## config.mk

```make
export PLATFORM = sky130hd
export DESIGN_NAME = button_conditioner
export DESIGN_NICKNAME = d
export VERILOG_FILES = /design/src/rtl/button_conditioner.sv
export SDC_FILE = /design/constraint.sdc
export NUM_CORES = 1
export LEC_CHECK = 0
export CAP_MARGIN = 10
export CORE_ASPECT_RATIO = 1.2
export CORE_MARGIN = 2
export CORE_UTILIZATION = 57
export DETAILED_ROUTE_END_ITERATION = 6
export HOLD_SLACK_MARGIN = 0.02
export PLACE_DENSITY = 0.78
export SETUP_SLACK_MARGIN = 0.1
export SLEW_MARGIN = 20
export SYNTH_ARGS = -nofsm -noshare
export SYNTH_HDL_FRONTEND = slang
export SYNTH_SLANG_ARGS = --single-unit
export TNS_END_PERCENT = 30
```

## constraint.sdc

```tcl
create_clock -name clk -period 3.1 [get_ports clk]
set_clock_uncertainty 0.1 [all_clocks]
set_input_delay 0.775 -clock clk [delete_from_list [all_inputs] [get_ports clk]]
set_output_delay 0.775 -clock clk [all_outputs]
set_load 0.02 [all_outputs]
```

## src/rtl/button_conditioner.sv

```systemverilog
// Synchronises, debounces and edge-detects six push buttons; owns the pause latch and restart pulse.
// Optional direction auto-repeat is built only when BUTTON_AUTOREPEAT_EN is defined.
module button_conditioner #(
  parameter int PRESCALE       = 25000,
  parameter int STABLE_SAMPLES = 8,
  parameter int REPEAT_DELAY   = 300,
  parameter int REPEAT_RATE    = 100
) (
  input  logic       clk,
  input  logic       rst,
  input  logic [5:0] i_btn,
  output logic [5:0] o_level,
  output logic [5:0] o_press,
  output logic       o_pause,
  output logic       o_restart
);

  localparam int PW = (PRESCALE > 1) ? $clog2(PRESCALE) : 1;
  localparam int SW = $clog2(STABLE_SAMPLES + 1);
  localparam logic [PW-1:0] PS_LAST = PW'(PRESCALE - 1);
  localparam logic [SW-1:0] ST_LAST = SW'(STABLE_SAMPLES - 1);

  logic [5:0]         sync_a;
  logic [5:0]         sync_b;
  logic [PW-1:0]      ps_cnt;
  logic               sample_tick;
  logic [5:0][SW-1:0] st_cnt;
  logic [5:0][SW-1:0] st_cnt_next;
  logic [5:0]         level_next;
  logic [5:0]         rise;
  logic [5:0]         edge_press;

  assign sample_tick = (ps_cnt == PS_LAST);

  // Any cycle where the synced pin agrees with the level restarts the count.
  always_comb begin
    st_cnt_next = st_cnt;
    level_next  = o_level;
    for (int i = 0; i < 6; i++) begin
      if (sync_b[i] == o_level[i]) begin
        st_cnt_next[i] = '0;
      end else if (sample_tick) begin
        if (st_cnt[i] == ST_LAST) begin
          level_next[i]  = ~o_level[i];
          st_cnt_next[i] = '0;
        end else begin
          st_cnt_next[i] = st_cnt[i] + 1'b1;
        end
      end
    end
    rise = level_next & ~o_level;
  end

`ifdef BUTTON_AUTOREPEAT_EN
  localparam int RMAX = (REPEAT_DELAY > REPEAT_RATE) ? REPEAT_DELAY : REPEAT_RATE;
  localparam int RW   = $clog2(RMAX + 1);

  logic [RW-1:0] rep_cnt;
  logic [RW-1:0] rep_inc;
  logic          rep_armed;
  logic          rep_fire;
  logic          dir_change;

  // rep_armed selects the initial delay versus the steady repeat period.
  always_comb begin
    rep_inc    = rep_cnt + 1'b1;
    dir_change = (level_next[3:0] != o_level[3:0]);
    rep_fire   = sample_tick && (o_level[3:0] != 4'b0000) && !dir_change &&
                 (rep_armed ? (rep_inc == RW'(REPEAT_RATE)) : (rep_inc == RW'(REPEAT_DELAY)));
    edge_press = rise | {2'b00, (rep_fire ? o_level[3:0] : 4'b0000)};
  end

  always_ff @(posedge clk or posedge rst) begin
    if (rst) begin
      rep_cnt   <= '0;
      rep_armed <= 1'b0;
    end else if (dir_change) begin
      rep_cnt   <= '0;
      rep_armed <= 1'b0;
    end else if (sample_tick && (o_level[3:0] != 4'b0000)) begin
      if (rep_fire) begin
        rep_cnt   <= '0;
        rep_armed <= 1'b1;
      end else begin
        rep_cnt <= rep_inc;
      end
    end
  end
`else
  logic unused_repeat_cfg;
  assign unused_repeat_cfg = ^{32'(REPEAT_DELAY), 32'(REPEAT_RATE)};
  assign edge_press = rise;
`endif

  always_ff @(posedge clk or posedge rst) begin
    if (rst) begin
      sync_a    <= '0;
      sync_b    <= '0;
      ps_cnt    <= '0;
      st_cnt    <= '0;
      o_level   <= '0;
      o_press   <= '0;
      o_pause   <= 1'b0;
      o_restart <= 1'b0;
    end else begin
      sync_a    <= i_btn;
      sync_b    <= sync_a;
      ps_cnt    <= sample_tick ? '0 : ps_cnt + 1'b1;
      st_cnt    <= st_cnt_next;
      o_level   <= level_next;
      o_press   <= edge_press;
      o_restart <= edge_press[5];
      // Restart clears pause even when a pause press lands in the same cycle.
      if (o_press[5]) begin
        o_pause <= 1'b0;
      end else if (o_press[4]) begin
        o_pause <= ~o_pause;
      end
    end
  end

endmodule

```

==> out/metrics.yaml <==
power_and_ir_drop:
  p_leak_uw: 0.00140
  power_density_mw_per_mm2: 465
  ir_worst_vdd_mv: 0.264
drt:
  wl_met2_um: 2420
  top_layer_used: "met4"
  routed_wl_um: 4790
  drtAntennaViolNets: 0
  first_pass_iters: 4
  m1WireLength_um: 2120
  drc: 0
  vias: 2000
  wl_per_cell_um: 14.0
  drtIter0Drc: 83
  wl_met3_um: 126
  drt-vias-per-instance: 5.83
die:
  core_sq_mm: 0.00487
  die_area_sq_mm: 0.00557
  io_pins: 22
  fp.dieW_um: 68.5
  initial_utilization_pct: 58.4
  placementRows: 28
  die_h_um: 81.4
critical_path:
  crit_path_end_kind: "register"
  path_buf_inv: 0
  required_ns: 3.25
  crit_path_max_incr_delay_ns: 0.68
  cp_common_cell: "or4_4"
  critPathKind: "register to register"
  crit_chain: "or4_4 > or4_4 > or4_1 > a21boi_0"
  crit_arrival_ns: 2.73
  crit_path_max_fanout: 35
  slowest_stage: "or4_4"
  startpoint_type: "register"
  critPathTopFamily: "simple AND/OR/NAND/NOR gates"
status:
  status: "complete, no violations"
global_route:
  grt_usage_pct: 20.2
  overflow: 0
  grt_pass1_wl_um: 8200
  grt_max_degree: 41
  antenna_found_initial: 0
  grt_pass1_vias: 1934
clock_network:
  cts_made_buffers: 9
  clk_latency_ns: 0.34
  cts.sinks: 64
  cts_buffer_depth: 2
  postCtsResizedCells: 0
  htreeDepth: 3
  cts_hold_buf: 0
  cts_tree: "yes"
  postCtsSetupBuffers: 0
  clock-root-buffer: "clkbuf_8"
  clkTransAtPathRegs_ns: 0.07
finish:
  final_util_pct: 68.1
  finalNonFillerCells: 343
  drive_gt1_share_pct: 8.48
  fin_nets: 299
  n_antenna_cell: 0
  area_growth_pct: 16.7
  fillers: 358
timing:
  period_minus_slack_ns: 2.57
  max-slew-margin-rel_pct: 64.6
  setup_viol: 0
  worst_pin_slew_ns: 0.530
  period_share_pct: 83.0
  fin_tns_setup_ns: 0
  final-hold-violation-count: 0
  drv_slew: 0
  worst_hold_slack_ns: 0.250
  grt_setup_unrepaired: "false"
  fmax_mhz: 389
logic_synthesis:
  syn_area_per_cell_sq_um: 11.4
  ys_types: 32
  synth_top_area_share_pct: 56.3
  netlist_instances: 250
  yosysSeqAreaShare_pct: 56.3
  yosys_warnings: 0
  ys_top_cells_by_area: "dfrtp_1 (56%), ha_1 (5.7%), a21boi_0 (5.0%)"
  yosys.area.top_type: "dfrtp_1"
  ys_ff_latch: 64
  syn-num-nets: 271
  syn_area_sq_mm: 0.00284
placed_design:
  gp_congestion: 0.822
  dpl.cell_count: 327
  io_buffers: 21
  hpwl_um: 3220
flow_run:
  maxCapViolCount: 0
min_path:
  worst_hold_path_type: "register to register"
## layout by cell type, fill, tap and decap left out, drive strengths merged, types with 7 or more instances in the layout
cell,count
nor2,8
nand3,19
nand2,22
nor3,9
ha,13
clkdlybuf4s50,21
a21boi,23
o21ai,7
or4,8
clkbuf,13
xnor2,9
nand3b,13
dfrtp,64
## area by class of cell
type	count	area [sq um]	area share (%)
timing repair buffer	25	253	7.62
inverter	3	11.3	0.339
clock inverter	3	15.0	0.452
sequential	64	1600	48.3
clock buffer	13	169	5.09
tap	60	75.1	2.26
multi-input combinational	175	1190	36.0
## cell usage after synthesis (all sizes together)
cell and n:
o21a 6, a31oi 6, clkbuf 5, nand4b 1, mux2i 1, o311ai 6
nand2 22, nand3b 13, buf 3, a21oi 1, nor3b 6, xnor2 9
or4 8, nand4 2, inv 3, nor4 3, dfrtp 64, nand2b 6
nor2 8, o21ai 7, or3b 1, xor2 3, and2 1, a21boi 23
ha 13, nor3 9, or3 1, nand3 19
## routing by layer
| layer | global-route usage (%) | vias up |
|---|---|---|
| li1 | - | 972 |
| met1 | 24.6 | 990 |
| met2 | 32.3 | 26 |
| met3 | 4.99 | 12 |
| met4 | 11.2 | 0 |
| met5 | 0 | - |
## registers in the layout, indices dropped and copies added, names as in the netlist
signal and cells:
o_level 6, o_pause 1, st_cnt 24, sync_a 6, ps_cnt 15, o_press 6, sync_b 6
## per-stage QoR
step | area, sq um | setup WS [ns] | power, uW
2_1_floorplan | 2840 | 0.627 | 885
3_3_place_gp | 3130 | 0.621 | 905
3_5_place_dp | 3130 | 0.560 | 906
4_1_cts | 3320 | 0.520 | 1560
5_1_grt | 3320 | 0.437 | 1600
6_report | 3320 | 0.528 | 1540
## final timing paths
kind                            slack, ns         end  cells after the start       start
worst max-delay path                 0.53   st_cnt[3]                      4  ps_cnt[11]
worst min-delay path                 0.25   sync_b[1]                      0   sync_a[1]
worst max register to register       0.53   st_cnt[3]                      4  ps_cnt[11]
worst min register to register       0.25   sync_b[1]                      0   sync_a[1]
max in group asynchronous            1.61   sync_a[4]                      3         rst
min in group asynchronous            0.69  st_cnt[15]                      2         rst
## power breakdown
group	switching [uW]	internal, uW	total, uW
logic	25.8	17.3	43.1
clock network	302	352	653
registers	2.32	843	845
## cell families after synthesis
group	synth area share, %
XOR/XNOR	3.70
AO/OA/AOI/OAI	12.2
multiplexers	0.352
adder cells (fa/ha/maj)	5.72
AND/OR/NAND/NOR	19.8
flip-flops	56.3
buffers and inverters	1.89
## worst register-to-register path, delay by kind of cell (launching register included)
kind | cells | cell delay [ns]
simple gates | 3 | 1.76
flops | 1 | 0.42
compound gates | 1 | 0.20
Note: power is estimated with default switching activity, not from simulation.
